### config.mk
export PLATFORM = sky130hd
export DESIGN_NAME = sram_test_sequencer_flat
export DESIGN_NICKNAME = d
export VERILOG_FILES = /design/src/rtl/sram_test_sequencer_if.sv /design/src/rtl/sram_test_sequencer.sv /design/src/flat_wrapper.sv
export SDC_FILE = /design/constraint.sdc
export NUM_CORES = 1
export LEC_CHECK = 0
export BUFFER_PORTS_ARGS = -buffer_cell sky130_fd_sc_hd__buf_2
export CAP_MARGIN = 30
export CORE_ASPECT_RATIO = 0.9
export CORE_MARGIN = 3
export CORE_UTILIZATION = 50
export DETAILED_ROUTE_END_ITERATION = 10
export PLACE_DENSITY_LB_ADDON = 0.08
export SETUP_SLACK_MARGIN = 0.2
export SYNTH_ARGS = -nofsm -noshare
export SYNTH_HDL_FRONTEND = slang
export SYNTH_SLANG_ARGS = --single-unit
### constraint.sdc
create_clock -name clk -period 4 [get_ports clk]
set_clock_uncertainty 0.05 [all_clocks]
set_input_delay 1 -clock clk [delete_from_list [all_inputs] [get_ports clk]]
set_output_delay 1 -clock clk [all_outputs]
set_load 0.005 [all_outputs]
### src/rtl/sram_test_sequencer_if.sv
// Handshake bundle between the SRAM test sequencer (master) and the SRAM controller (slave).
interface sram_test_sequencer_if #(
   parameter int ADDR_W = 19,
   parameter int DATA_W = 8
);
   logic              start_operation_output;
   logic              rw_output;
   logic [ADDR_W-1:0] address_output;
   logic [DATA_W-1:0] data_f2s_output;
   logic [DATA_W-1:0] data_s2f_input;
   logic              data_ready_signal_input;
   logic              writing_finished_signal_input;
   logic              busy_signal_input;

   modport master (
      output start_operation_output,
      output rw_output,
      output address_output,
      output data_f2s_output,
      input  data_s2f_input,
      input  data_ready_signal_input,
      input  writing_finished_signal_input,
      input  busy_signal_input
   );

   modport slave (
      input  start_operation_output,
      input  rw_output,
      input  address_output,
      input  data_f2s_output,
      output data_s2f_input,
      output data_ready_signal_input,
      output writing_finished_signal_input,
      output busy_signal_input
   );
endinterface

### src/rtl/sram_test_sequencer.sv
// Write-then-read-verify pass over [START_ADDR, END_ADDR] through the SRAM controller handshake.
// Optional build macro SRAM_TEST_STOP_ON_ERROR_EN: end the read pass at the first mismatch.
module sram_test_sequencer #(
   parameter int                ADDR_W      = 19,
   parameter int                DATA_W      = 8,
   parameter logic [ADDR_W-1:0] START_ADDR  = 19'h00000,
   parameter logic [ADDR_W-1:0] END_ADDR    = 19'h7FFFF,
   parameter int                TIMEOUT_CYC = 15
) (
   input  logic                  clk,
   input  logic                  rst_n,
   sram_test_sequencer_if.master ctrl,
   input  logic                  go_input,
   input  logic [1:0]            pattern_sel_input,
   output logic                  test_busy_output,
   output logic                  test_done_output,
   output logic                  test_pass_output,
   output logic                  timeout_error_output,
   output logic [15:0]           error_count_output,
   output logic [ADDR_W-1:0]     first_error_addr_output,
   output logic [DATA_W-1:0]     first_error_expected_output,
   output logic [DATA_W-1:0]     first_error_got_output
);

   localparam logic [2:0] S_IDLE    = 3'd0;
   localparam logic [2:0] S_W_ISSUE = 3'd1;
   localparam logic [2:0] S_W_WAIT  = 3'd2;
   localparam logic [2:0] S_R_ISSUE = 3'd3;
   localparam logic [2:0] S_R_WAIT  = 3'd4;
   localparam logic [2:0] S_DONE    = 3'd5;

   localparam logic [7:0]        LFSR_SEED = 8'h01;
   localparam logic [ADDR_W-1:0] ADDR_ONE  = {{(ADDR_W-1){1'b0}}, 1'b1};
   localparam logic [ADDR_W-1:0] ADDR_ZERO = {ADDR_W{1'b0}};
   localparam logic [DATA_W-1:0] DATA_ZERO = {DATA_W{1'b0}};
   localparam logic [15:0]       TMO_LAST  = 16'(TIMEOUT_CYC - 1);

   // Fibonacci step for x^8+x^6+x^5+x^4+1, shifting towards the MSB
   function automatic logic [7:0] lfsr_next(input logic [7:0] cur);
      return {cur[6:0], cur[7] ^ cur[5] ^ cur[4] ^ cur[3]};
   endfunction

   function automatic logic [7:0] pattern_f(input logic [1:0] sel, input logic [7:0] a,
                                            input logic [7:0] lfsr);
      logic [7:0] p;
      case (sel)
         2'd0:    p = a;
         2'd1:    p = ~a;
         2'd2:    p = a[0] ? 8'hAA : 8'h55;
         2'd3:    p = lfsr;
         default: p = 8'h00;
      endcase
      return p;
   endfunction

   logic [2:0]        state_r;
   logic [ADDR_W-1:0] addr_r;
   logic [7:0]        lfsr_r;
   logic [1:0]        sel_r;
   logic [15:0]       tmo_cnt_r;
   logic              start_r;
   logic              rw_r;
   logic [ADDR_W-1:0] address_r;
   logic [DATA_W-1:0] data_f2s_r;
   logic              test_busy_r;
   logic              test_done_r;
   logic              test_pass_r;
   logic              timeout_r;
   logic [15:0]       err_cnt_r;
   logic [ADDR_W-1:0] fe_addr_r;
   logic [DATA_W-1:0] fe_exp_r;
   logic [DATA_W-1:0] fe_got_r;

   logic [DATA_W-1:0] pattern_s;
   logic              mismatch_s;
   logic              last_s;
   logic [15:0]       err_inc_s;

   // Expected byte for the current address and the compare against returned read data
   always_comb begin
      pattern_s  = DATA_W'(pattern_f(sel_r, addr_r[7:0], lfsr_r));
      mismatch_s = (ctrl.data_s2f_input != pattern_s);
      last_s     = (addr_r == END_ADDR);
      err_inc_s  = (err_cnt_r == 16'hFFFF) ? err_cnt_r : err_cnt_r + 16'd1;
   end

   // Test sequencer FSM with all outputs registered
   always_ff @(posedge clk) begin
      if (!rst_n) begin
         state_r     <= S_IDLE;
         addr_r      <= ADDR_ZERO;
         lfsr_r      <= LFSR_SEED;
         sel_r       <= 2'd0;
         tmo_cnt_r   <= 16'd0;
         start_r     <= 1'b0;
         rw_r        <= 1'b0;
         address_r   <= ADDR_ZERO;
         data_f2s_r  <= DATA_ZERO;
         test_busy_r <= 1'b0;
         test_done_r <= 1'b0;
         test_pass_r <= 1'b0;
         timeout_r   <= 1'b0;
         err_cnt_r   <= 16'd0;
         fe_addr_r   <= ADDR_ZERO;
         fe_exp_r    <= DATA_ZERO;
         fe_got_r    <= DATA_ZERO;
      end else begin
         case (state_r)
            S_IDLE, S_DONE: begin
               start_r <= 1'b0;
               if (go_input) begin
                  err_cnt_r   <= 16'd0;
                  fe_addr_r   <= ADDR_ZERO;
                  fe_exp_r    <= DATA_ZERO;
                  fe_got_r    <= DATA_ZERO;
                  timeout_r   <= 1'b0;
                  test_pass_r <= 1'b0;
                  sel_r       <= pattern_sel_input;
                  addr_r      <= START_ADDR;
                  lfsr_r      <= LFSR_SEED;
                  // An empty range finishes at once and reports fail
                  if (START_ADDR > END_ADDR) begin
                     state_r     <= S_DONE;
                     test_busy_r <= 1'b0;
                     test_done_r <= 1'b1;
                  end else begin
                     state_r     <= S_W_ISSUE;
                     test_busy_r <= 1'b1;
                     test_done_r <= 1'b0;
                  end
               end
            end
            S_W_ISSUE: begin
               if (!ctrl.busy_signal_input) begin
                  start_r    <= 1'b1;
                  rw_r       <= 1'b0;
                  address_r  <= addr_r;
                  data_f2s_r <= pattern_s;
                  tmo_cnt_r  <= 16'd0;
                  state_r    <= S_W_WAIT;
               end
            end
            S_W_WAIT: begin
               start_r <= 1'b0;
               if (ctrl.writing_finished_signal_input) begin
                  if (last_s) begin
                     addr_r  <= START_ADDR;
                     lfsr_r  <= LFSR_SEED;
                     state_r <= S_R_ISSUE;
                  end else begin
                     addr_r  <= addr_r + ADDR_ONE;
                     lfsr_r  <= lfsr_next(lfsr_r);
                     state_r <= S_W_ISSUE;
                  end
               end else if (tmo_cnt_r == TMO_LAST) begin
                  timeout_r   <= 1'b1;
                  test_busy_r <= 1'b0;
                  test_done_r <= 1'b1;
                  test_pass_r <= 1'b0;
                  state_r     <= S_DONE;
               end else begin
                  tmo_cnt_r <= tmo_cnt_r + 16'd1;
               end
            end
            S_R_ISSUE: begin
               if (!ctrl.busy_signal_input) begin
                  start_r   <= 1'b1;
                  rw_r      <= 1'b1;
                  address_r <= addr_r;
                  tmo_cnt_r <= 16'd0;
                  state_r   <= S_R_WAIT;
               end
            end
            S_R_WAIT: begin
               start_r <= 1'b0;
               if (ctrl.data_ready_signal_input) begin
`ifdef SRAM_TEST_STOP_ON_ERROR_EN
                  if (mismatch_s) begin
                     err_cnt_r   <= 16'd1;
                     fe_addr_r   <= addr_r;
                     fe_exp_r    <= pattern_s;
                     fe_got_r    <= ctrl.data_s2f_input;
                     test_busy_r <= 1'b0;
                     test_done_r <= 1'b1;
                     test_pass_r <= 1'b0;
                     state_r     <= S_DONE;
                  end else if (last_s) begin
                     test_busy_r <= 1'b0;
                     test_done_r <= 1'b1;
                     test_pass_r <= (err_cnt_r == 16'd0);
                     state_r     <= S_DONE;
                  end else begin
                     addr_r  <= addr_r + ADDR_ONE;
                     lfsr_r  <= lfsr_next(lfsr_r);
                     state_r <= S_R_ISSUE;
                  end
`else
                  if (mismatch_s) begin
                     err_cnt_r <= err_inc_s;
                     if (err_cnt_r == 16'd0) begin
                        fe_addr_r <= addr_r;
                        fe_exp_r  <= pattern_s;
                        fe_got_r  <= ctrl.data_s2f_input;
                     end
                  end
                  if (last_s) begin
                     test_busy_r <= 1'b0;
                     test_done_r <= 1'b1;
                     test_pass_r <= (err_cnt_r == 16'd0) && !mismatch_s;
                     state_r     <= S_DONE;
                  end else begin
                     addr_r  <= addr_r + ADDR_ONE;
                     lfsr_r  <= lfsr_next(lfsr_r);
                     state_r <= S_R_ISSUE;
                  end
`endif
               end else if (tmo_cnt_r == TMO_LAST) begin
                  timeout_r   <= 1'b1;
                  test_busy_r <= 1'b0;
                  test_done_r <= 1'b1;
                  test_pass_r <= 1'b0;
                  state_r     <= S_DONE;
               end else begin
                  tmo_cnt_r <= tmo_cnt_r + 16'd1;
               end
            end
            default: begin
               start_r <= 1'b0;
               state_r <= S_IDLE;
            end
         endcase
      end
   end

   assign ctrl.start_operation_output  = start_r;
   assign ctrl.rw_output               = rw_r;
   assign ctrl.address_output          = address_r;
   assign ctrl.data_f2s_output         = data_f2s_r;
   assign test_busy_output             = test_busy_r;
   assign test_done_output             = test_done_r;
   assign test_pass_output             = test_pass_r;
   assign timeout_error_output         = timeout_r;
   assign error_count_output           = err_cnt_r;
   assign first_error_addr_output      = fe_addr_r;
   assign first_error_expected_output  = fe_exp_r;
   assign first_error_got_output       = fe_got_r;

endmodule

### src/flat_wrapper.sv
// flat-port wrapper written by rule: the top's interface ports become plain ports
module sram_test_sequencer_flat 
#(
   parameter int                ADDR_W      = 19,
   parameter int                DATA_W      = 8,
   parameter logic [ADDR_W-1:0] START_ADDR  = 19'h00000,
   parameter logic [ADDR_W-1:0] END_ADDR    = 19'h7FFFF,
   parameter int                TIMEOUT_CYC = 15
)
  (clk, rst_n, go_input, pattern_sel_input, test_busy_output, test_done_output, test_pass_output, timeout_error_output, error_count_output, first_error_addr_output, first_error_expected_output, first_error_got_output, ctrl_start_operation_output, ctrl_rw_output, ctrl_address_output, ctrl_data_f2s_output, ctrl_data_s2f_input, ctrl_data_ready_signal_input, ctrl_writing_finished_signal_input, ctrl_busy_signal_input);
  sram_test_sequencer_if #(.ADDR_W(ADDR_W), .DATA_W(DATA_W)) ctrl_i ();
  input  logic clk;
  input  logic rst_n;
  input  logic go_input;
  input  logic [1:0] pattern_sel_input;
  output logic test_busy_output;
  output logic test_done_output;
  output logic test_pass_output;
  output logic timeout_error_output;
  output logic [15:0] error_count_output;
  output logic [ADDR_W-1:0] first_error_addr_output;
  output logic [DATA_W-1:0] first_error_expected_output;
  output logic [DATA_W-1:0] first_error_got_output;
  output wire logic [$bits(ctrl_i.start_operation_output)-1:0] ctrl_start_operation_output;
  output wire logic [$bits(ctrl_i.rw_output)-1:0] ctrl_rw_output;
  output wire logic [$bits(ctrl_i.address_output)-1:0] ctrl_address_output;
  output wire logic [$bits(ctrl_i.data_f2s_output)-1:0] ctrl_data_f2s_output;
  input wire logic [$bits(ctrl_i.data_s2f_input)-1:0] ctrl_data_s2f_input;
  input wire logic [$bits(ctrl_i.data_ready_signal_input)-1:0] ctrl_data_ready_signal_input;
  input wire logic [$bits(ctrl_i.writing_finished_signal_input)-1:0] ctrl_writing_finished_signal_input;
  input wire logic [$bits(ctrl_i.busy_signal_input)-1:0] ctrl_busy_signal_input;
  assign ctrl_start_operation_output = ctrl_i.start_operation_output;
  assign ctrl_rw_output = ctrl_i.rw_output;
  assign ctrl_address_output = ctrl_i.address_output;
  assign ctrl_data_f2s_output = ctrl_i.data_f2s_output;
  assign ctrl_i.data_s2f_input = ctrl_data_s2f_input;
  assign ctrl_i.data_ready_signal_input = ctrl_data_ready_signal_input;
  assign ctrl_i.writing_finished_signal_input = ctrl_writing_finished_signal_input;
  assign ctrl_i.busy_signal_input = ctrl_busy_signal_input;
  sram_test_sequencer #(.ADDR_W(ADDR_W), .DATA_W(DATA_W), .START_ADDR(START_ADDR), .END_ADDR(END_ADDR), .TIMEOUT_CYC(TIMEOUT_CYC)) u_core (.clk(clk), .rst_n(rst_n), .ctrl(ctrl_i), .go_input(go_input), .pattern_sel_input(pattern_sel_input), .test_busy_output(test_busy_output), .test_done_output(test_done_output), .test_pass_output(test_pass_output), .timeout_error_output(timeout_error_output), .error_count_output(error_count_output), .first_error_addr_output(first_error_addr_output), .first_error_expected_output(first_error_expected_output), .first_error_got_output(first_error_got_output));
endmodule
==> metrics, run 1 <==
Num CTS Buffers=17; largest net degree at the start of global routing=39; cells after synthesis=688; initial core utilization=0.522; CTS tree=done; register area=2640 sq um; top_reg_cell synth=dfxtp_1; CP required=4290 ps; Setup CP Type=flip-flop to flip-flop; area of the mapped netlist=6070 sq um; Die X-Extent=122 um; RSZ-0062 raised after global routing=false; sequential power share=0.435; Root Driver=clkbuf_16; layout cells sized above 1=0.195; DRT iter0 DRCs=588; combinational share of power=0.079; CP Capture Type=flip-flop; final worst-path cycle share=0.840; Fmax=0.298 GHz; R2R depth=7; die area=13500 sq um; status=complete, no violations; maximum VDD drop=0.287 mV; nets=795; ys async rst share=0; worst hold path type=flip-flop to flip-flop; Layout fillers=1056; sw frac=0.230; Post-Route WL=15.7 mm; Core ar.=11600 sq um; fin worst setup slack=639 ps; cell area after layout=7190 sq um; setup_tns=0 ps; Crit Path Max Fanout=30; slew margin rel.=0.405; # hold bufs at CTS=0; Die H=111 um; Tot GR Track Use=0.241; Via Count=5411; Worst R2R Start=u_core.sel_r[0]; gp weighted congestion=0.865; Residual DRC=0; CTS Sinks=132; clk_lat worst skew=420 ps; final core utilization=0.619; Synth Area per Inst=8.82 sq um; dpl ws=624 ps; placed instance area=6610 sq um; initial antenna violation count=0; hold path depth=2; row count=37; Worst R2R Setup Slack=640 ps; top post-synthesis cells by area=dfxtp_1 44%, a22o_1 6.2%, nand2_1 4.5%; number of global-route vias before repair=5195; IO Port Bufs=99; PostCTS Resize Cnt=0; final setup vio count=0; worst setup path startpoint=u_core.sel_r[0]; post-synth top area share=0.435; Final Slew Violations=0; Final min period=3360 ps; EDFF count, synth=0; Max Cap Viol=0; reg2reg end=u_core.error_count_output[3]; ANT nets after route=0; Int Pwr=2.39 mW; area leader, netlist=dfxtp_1; Power Dens Cells=432 nW/um^2; CTS Buffer Depth=2; Mapped Nets=709; Tightest Pin Transition=892 ps; WL per Instance=16.6 um; Clk pwr share=0.486; Syn-to-layout area delta=18.5%; Initial DRT Pass Iterations=5; Detail Placement HPWL=11.0 mm; crit path DAT=3660 ps; Ant. Diodes=0; synth unique cells=66; first-pass GRT wire length=26.3 mm; Psw=0.716 mW; Hold Fails Final Rpt=0; GR Overflow Total=0; CP Capture Point=u_core.error_count_output[3]; Yosys Warn Count=0; Seq/Total Area, Yosys=0.435; crit start category=flip-flop; H-tree Lvls=4; Synth Register Bits=132; post-CTS setup buffer count=0; Via-to-Cell Ratio=5.74; Worst-path clk slew=60 ps; I/O pin total=100; Lkg Pwr=2.89 nW; area of the multi-input gates=3140 sq um
-- worst min path at each step --
stage,end,start
after global placement,u_core.timeout_error_output,u_core.timeout_error_output
final,u_core.timeout_error_output,u_core.timeout_error_output
after detailed placement,u_core.ctrl.address_output[1],u_core.ctrl.address_output[1]
after floorplan,u_core.timeout_error_output,u_core.timeout_error_output
after CTS,u_core.ctrl.address_output[1],u_core.ctrl.address_output[1]
after global routing,u_core.ctrl.address_output[1],u_core.ctrl.address_output[1]
-- registers in the layout, summed over array words and instances, names as in the netlist, 2 cells and up --
signal and count:
u_core.first_error_got_output 8, u_core.lfsr_r 8, u_core.ctrl.address_output 19, u_core.tmo_cnt_r 16, u_core.error_count_output 16, u_core.first_error_addr_output 19, u_core.first_error_expected_output 8, u_core.state_r 3
u_core.sel_r 2, u_core.addr_r 19, u_core.ctrl.data_f2s_output 8
-- power groups by stage --
stage	Clock (mW)	Combinational [mW]	Sequential (mW)
after floorplan	0	0.189	1.36
after detailed placement	0	0.243	1.38
after global routing	1.60	0.272	1.36
after CTS	1.54	0.244	1.35
final	1.51	0.245	1.35
after global placement	0	0.232	1.38
-- logic make-up after synthesis --
family / count (synthesis) / share of synthesized area
xor gates and xnor gates: 43 / 0.0621
AOI/OAI and AO/OA: 154 / 0.178
DFF: 132 / 0.435
and+or+nand+nor: 278 / 0.235
buffers and inverters: 59 / 0.0485
adders and majority gates: 5 / 0.0103
muxes: 17 / 0.0313
-- worst max-delay path, stage by stage (launching register included) --
cell and delay [ps]:
dfxtp_1 740, nand2b_1 500, a211oi_1 160, a2111oi_2 540, nor4_4 100, and3_1 450
or4_1 600, a21oi_1 150
-- per-stage QoR --
stage | hold slack [ps] | total power [mW] | std cells
2_1_floorplan | 392 | 1.55 | 688
3_3_place_gp | 386 | 1.61 | 908
3_5_place_dp | 394 | 1.62 | 910
4_1_cts | 402 | 3.14 | 941
5_1_grt | 416 | 3.23 | 942
6_report | 397 | 3.11 | 942
-- cell usage after synthesis (3+ instances only) --
library cell  count
nand2_1          72
a21oi_1          52
clkbuf_1         20
or3_1            11
xor2_1           29
and4_1            5
buf_4             5
xnor2_1          14
a211o_1           4
nor4_1           10
dfxtp_1         132
nor2b_1           7
o31ai_1           8
or3b_2            3
nor4b_1           3
buf_6             5
buf_2            13
inv_1            13
nor3_1           10
nand3_1          29
nand4_1          15
ha_1              5
or4_1             8
nor2_1           67
nand2b_1         11
and2_1            4
mux2_2            3
a22o_1           43
o21ai_0          16
mux2i_1          12
and3_1           13
-- area by class of cell --
class,instances,share of cell area
Multi-Input combinational cell,497,0.436
Sequential cell,132,0.367
Timing Repair Buffer,112,0.0824
Clock buffer,27,0.0699
Tap cell,156,0.0271
Clock inverter,4,0.00974
Inverter,14,0.00731
-- layout by cell type (no fill, tap or decap), drive strengths merged, types with 13 or more instances in the layout --
| master | instances |
|---|---|
| dfxtp | 132 |
| nand2 | 72 |
| inv | 14 |
| xnor2 | 14 |
| nor2 | 67 |
| buf | 111 |
| a22o | 43 |
| o21ai | 17 |
| a21oi | 53 |
| clkbuf | 28 |
| xor2 | 29 |
| nand3 | 30 |
| and3 | 13 |
| mux2i | 14 |
| nand4 | 15 |
-- layer usage --
layer / vias to the layer above / share of wire / GRT usage
met5: - / 0 / 0
met4: 0 / 0.0076 / 0.0821
met3: 13 / 0.060 / 0.0625
met2: 162 / 0.46 / 0.369
met1: 2583 / 0.47 / 0.331
li1: 2653 / - / -
Note: power is estimated with default switching activity, not from simulation.
==> inputs of run 2 (changes only) <==
- clock period: 4 -> 3 ns (I/O delays scaled with it)
==> run 2 against run 1 <==
Effect of this change:
- non-clock buffer count is 11 higher
- hold slack worse by 7.0 ps
- sequential power is 33% higher
- via count is 0.35% higher
- routed wire length is 1.7% lower
- first-iteration DRC count is 21% lower
- critical endpoint is now u_core.error_count_output[10]
- highest routed layer unchanged
- critical path depth is 2 higher
- clock power is 25% higher
- final cell count is 1.3% higher
==> metrics, run 2 (synthesis gave the netlist of run 1 again) <==
Int Pwr=3.05 mW; Core ar.=11600 sq um; GR Overflow Total=0; Detail Placement HPWL=10.8 mm; Clk pwr share=0.468; nets=806; largest stage delay on the critical path=480 ps; Worst R2R Setup Slack=380 ps; Psw=0.989 mW; routed length on met2=6.76 mm; Residual DRC=0; CP required=3300 ps; Worst R2R Start=u_core.sel_r[0]; M1 WL=7.27 mm; CP Capture Type=flip-flop; worst hold path type=flip-flop to flip-flop; H-tree Lvls=4; Layout fillers=1024; Syn-to-layout area delta=20.0%; Root Driver=clkbuf_16; Worst-path clk slew=50 ps; Die H=111 um; # hold bufs at CTS=0; Num CTS Buffers=17; final std cells w/o fill=954; die area=13500 sq um; Lkg Pwr=2.94 nW; DP Cell Count=922; Max Cap Viol=0; met3 wire length=1.07 mm; first-pass GRT wire length=25.3 mm; Initial DRT Pass Iterations=6; hold path depth=2; crit start category=flip-flop; Via-to-Cell Ratio=5.69; combinational share of power=0.087; commonest non-fill, non-tap cell in the layout=dfxtp_1; initial antenna violation count=0; most frequent cells in the layout=131 x dfxtp_1, 99 x buf_2, 72 x nand2_1, 67 x nor2_1, 52 x a21oi_1; post-CTS setup buffer count=0; Power Dens Cells=555 nW/um^2; status=complete, no violations; Tightest Pin Transition=962 ps; sw frac=0.245; final setup vio count=0; row count=37; setup_tns=0 ps; Ant. Diodes=0; Setup CP Type=flip-flop to flip-flop; Hold Fails Final Rpt=0; CTS Buffer Depth=2; Tot GR Track Use=0.232; Fmax=0.382 GHz; WL per Instance=16.2 um; crit path DAT=2920 ps; largest net degree at the start of global routing=39; IO Port Bufs=99; CP max stage cell=or4_1; DR top layer=met4; layout cells sized above 1=0.211; CTS Sinks=132; DRT iter0 DRCs=463; reg2reg end=u_core.error_count_output[10]; Die X-Extent=122 um; gp weighted congestion=0.898; PostCTS Resize Cnt=1; CTS tree=done; maximum VDD drop=0.321 mV; ANT nets after route=0; Post-Route WL=15.4 mm; clk_lat worst skew=420 ps; Hold Startpoint=u_core.timeout_error_output; Hold EP=u_core.timeout_error_output; critical-path cell list=nand2b_1 -> buf_4 -> and4_1 -> a2111oi_2 -> nor4_4 -> and3_1 -> buf_12 -> or4_1 -> a21oi_1; Crit Path Max Fanout=30; number of global-route vias before repair=5106; slew margin rel.=0.354; initial core utilization=0.522; sequential power share=0.444; final worst-path cycle share=0.873; Overall Power=4.04 mW; Final min period=2620 ps; RSZ-0062 raised after global routing=false; R2R depth=9; Via Count=5430; Final Slew Violations=0; I/O pin total=100
run 2: cell count changes in the layout (fill, tap and decap cells not counted), sizes merged:
| cell | delta |
|---|---|
| clkbuf | -6 |
| clkinvlp | +2 |
| clkinv | +5 |
| bufinv | -1 |
| buf | +12 |
run 2: stage by stage:
step | util | hold slack, ps | setup WS, ps | instance area, sq um
floorplan | - | 392 | 458 | 6070
global placement | 0.580 | 385 | 251 | 6740
detailed placement | 0.580 | 384 | 180 | 6740
CTS | 0.626 | 393 | 361 | 7280
global route | 0.626 | 424 | 236 | 7280
finish | 0.626 | 390 | 382 | 7280
run 2: final cells by class:
| cell class | count | area, sq um | share of cell area |
|---|---|---|---|
| clock inverters | 10 | 83.8 | 0.0115 |
| clock buffers | 22 | 454 | 0.0624 |
| multi-input cells | 497 | 3140 | 0.431 |
| flip-flops and latches | 132 | 2640 | 0.363 |
| well taps | 156 | 195 | 0.0268 |
| repair buffers | 123 | 713 | 0.0980 |
| inverters | 14 | 52.6 | 0.00722 |
run 2: power by group through the flow:
stage | clock, mW | combinational (mW) | sequential (mW)
2_1_floorplan | 0 | 0.252 | 1.82
3_5_place_dp | 0 | 0.350 | 1.83
6_report | 1.89 | 0.353 | 1.79
4_1_cts | 1.92 | 0.352 | 1.79
3_3_place_gp | 0 | 0.342 | 1.83
5_1_grt | 2.00 | 0.387 | 1.80
run 2: worst max path at each step:
stage	start	endpoint	slack, ps	cells after the start
floorplan	ctrl_data_s2f_input[7]	u_core.first_error_addr_output[1]	460	9
global placement	ctrl_data_s2f_input[7]	u_core.first_error_addr_output[1]	250	9
detailed placement	u_core.sel_r[0]	u_core.error_count_output[10]	180	9
CTS	u_core.sel_r[0]	u_core.error_count_output[10]	360	9
global route	u_core.state_r[0]	u_core.error_count_output[15]	240	8
finish	u_core.sel_r[0]	u_core.error_count_output[10]	380	9
run 2: critical path: cells and delay by family, from the launching register on:
kind / cells / cell delay (ps)
buffers and inverters: 2 / 350
AOI/OAI and AO/OA: 2 / 560
DFF: 1 / 410
and+or+nand+nor: 5 / 1180
run 2: routing by layer:
layer / track usage / up-vias
li1: - / 2668
met2: 0.347 / 170
met5: 0 / -
met3: 0.0661 / 25
met4: 0.0858 / 0
met1: 0.318 / 2567
==> inputs of run 3 (changes only) <==
- GPL_TIMING_DRIVEN: unset -> 0
==> run 3 against run 2 <==
Effect of this change:
- power is 3.0% higher
- routed wire length up 8.8%
- worst setup slack lost 66 ps
- highest routed layer unchanged
==> metrics, run 3 (synthesis gave the netlist of run 1 again) <==
status=complete, no violations; layout cells sized above 1=0.221; Psw=0.968 mW; Tot GR Track Use=0.249; Syn-to-layout area delta=22.2%; Worst-path clk slew=50 ps; R2R depth=11; Overall Power=4.16 mW; GR Overflow Total=0; final worst-path cycle share=0.895; Int Pwr=3.19 mW; Max Cap Viol=0; Die H=111 um; Power Dens Cells=561 nW/um^2; I/O pin total=100; CP top delay family=simple AND/OR/NAND/NOR gates; Initial DRT Pass Iterations=6; fin worst setup slack=316 ps; CTS Sinks=132; critical-path cell list=buf_6 -> buf_6 -> nand2b_1 -> nand4b_1 -> nand4_1 -> nor4_4 -> nand3_2 -> and4_1 -> buf_2 -> buf_6 -> a22o_1; hold path depth=2; Setup CP Type=flip-flop to flip-flop; crit start category=flip-flop; maximum VDD drop=0.374 mV; placed instance area=6760 sq um; ANT nets after route=0; slew margin rel.=0.326; sw frac=0.233; nets=830; CP required=3250 ps; Detail Placement HPWL=11.9 mm; Final min period=2680 ps; final setup vio count=0; clk_lat worst skew=420 ps; largest net degree at the start of global routing=17; combinational share of power=0.091; CTS Buffer Depth=2; largest stage delay on the critical path=390 ps; commonest non-fill, non-tap cell in the layout=dfxtp_1; Crit Path Max Fanout=10; logic depth of the worst path, buffers included=11; Post-Route WL=16.8 mm; Residual DRC=0; Tightest Pin Transition=1000 ps; gp weighted congestion=0.931; worst setup path startpoint=u_core.sel_r[0]; Lkg Pwr=3.01 nW; sequential power share=0.429; # hold bufs at CTS=0; initial core utilization=0.522; Fmax=0.373 GHz; Ant. Diodes=0; Hold Startpoint=u_core.ctrl.address_output[7]; H-tree Lvls=4; Via Count=5672; worst hold path type=flip-flop to flip-flop; Worst R2R Setup Slack=320 ps; first-pass GRT wire length=27.0 mm; worst hold slack=401 ps; die area=13500 sq um; CP most frequent cell=buf_6; Clk pwr share=0.480; cell area after layout=7410 sq um; CTS tree=done; Final Slew Violations=0; Hold Fails Final Rpt=0; Worst R2R Start=u_core.sel_r[0]; Core ar.=11600 sq um; DP Cell Count=943; crit path DAT=2930 ps; DRT iter0 DRCs=470; Num CTS Buffers=17; Root Driver=clkbuf_16; initial antenna violation count=0; dpl ws=-178 ps; reg2reg end=u_core.first_error_addr_output[6]; Hold EP=u_core.ctrl.address_output[7]; CP Capture Type=flip-flop; IO Port Bufs=99; most frequent cells in the layout=131 x dfxtp_1, 111 x buf_2, 72 x nand2_1, 65 x nor2_1, 51 x a21oi_1; Die X-Extent=122 um; CP max stage cell=nor4_4; row count=37; number of global-route vias before repair=5380; WL per Instance=17.2 um; CP bufs+invs=4; RSZ-0062 raised after global routing=true; Via-to-Cell Ratio=5.82; Layout fillers=1051; final std cells w/o fill=975
[run 3: area by class of cell]
| type | count | area (sq um) | share of cell area |
|---|---|---|---|
| clock buffer | 24 | 492 | 0.0663 |
| inverter | 14 | 52.6 | 0.00709 |
| tap | 156 | 195 | 0.0263 |
| multi-input combinational | 497 | 3190 | 0.430 |
| timing repair buffer | 102 | 518 | 0.0699 |
| clock inverter | 5 | 75.1 | 0.0101 |
| sequential | 132 | 2640 | 0.357 |
| buffer | 45 | 249 | 0.0336 |
[run 3: layer usage]
metal | track usage | vias up | wire [um]
li1 | - | 2719 | -
met4 | 0.0784 | 0 | 269
met2 | 0.387 | 196 | 7720
met3 | 0.0707 | 30 | 1130
met5 | 0 | - | 0
met1 | 0.334 | 2727 | 7640
[run 3: power groups by stage]
stage / Sequential (mW) / Clock [mW] / Combinational [mW]
6_report: 1.79 / 2.00 / 0.380
5_1_grt: 1.79 / 2.11 / 0.414
4_1_cts: 1.78 / 2.02 / 0.364
3_5_place_dp: 1.82 / 0 / 0.357
3_3_place_gp: 1.82 / 0 / 0.352
2_1_floorplan: 1.82 / 0 / 0.252
[run 3: per-stage QoR]
| step | utilization | setup TNS, ps |
|---|---|---|
| floorplan | - | 0 |
| global placement | 0.582 | -3580 |
| detailed placement | 0.582 | -4910 |
| CTS | 0.632 | 0 |
| global route | 0.638 | 0 |
| finish | 0.638 | 0 |
[run 3: tightest hold or removal path, delay by kind of cell (launching register included)]
family | cells | cell delay (ps)
AO/OA/AOI/OAI | 1 | 50
flip-flops | 1 | 300
AND/OR/NAND/NOR | 1 | 50
[run 3: what timing repair did]
action	4_1_cts	5_1_grt
hold endpoints to repair	0	0
buffers inserted	0	3
pin swaps	0	3
endpoints found under the setup margin	30	69
resized for setup	3	18
[run 3: worst max path at each step]
stage                                                       end  slack [ps]
after global placement    u_core.first_error_expected_output[2]        -130
after detailed placement       u_core.first_error_got_output[3]        -180
final                         u_core.first_error_addr_output[6]         320
after floorplan               u_core.first_error_addr_output[1]         460
after global routing           u_core.first_error_got_output[1]         180
after CTS                      u_core.first_error_got_output[1]         240
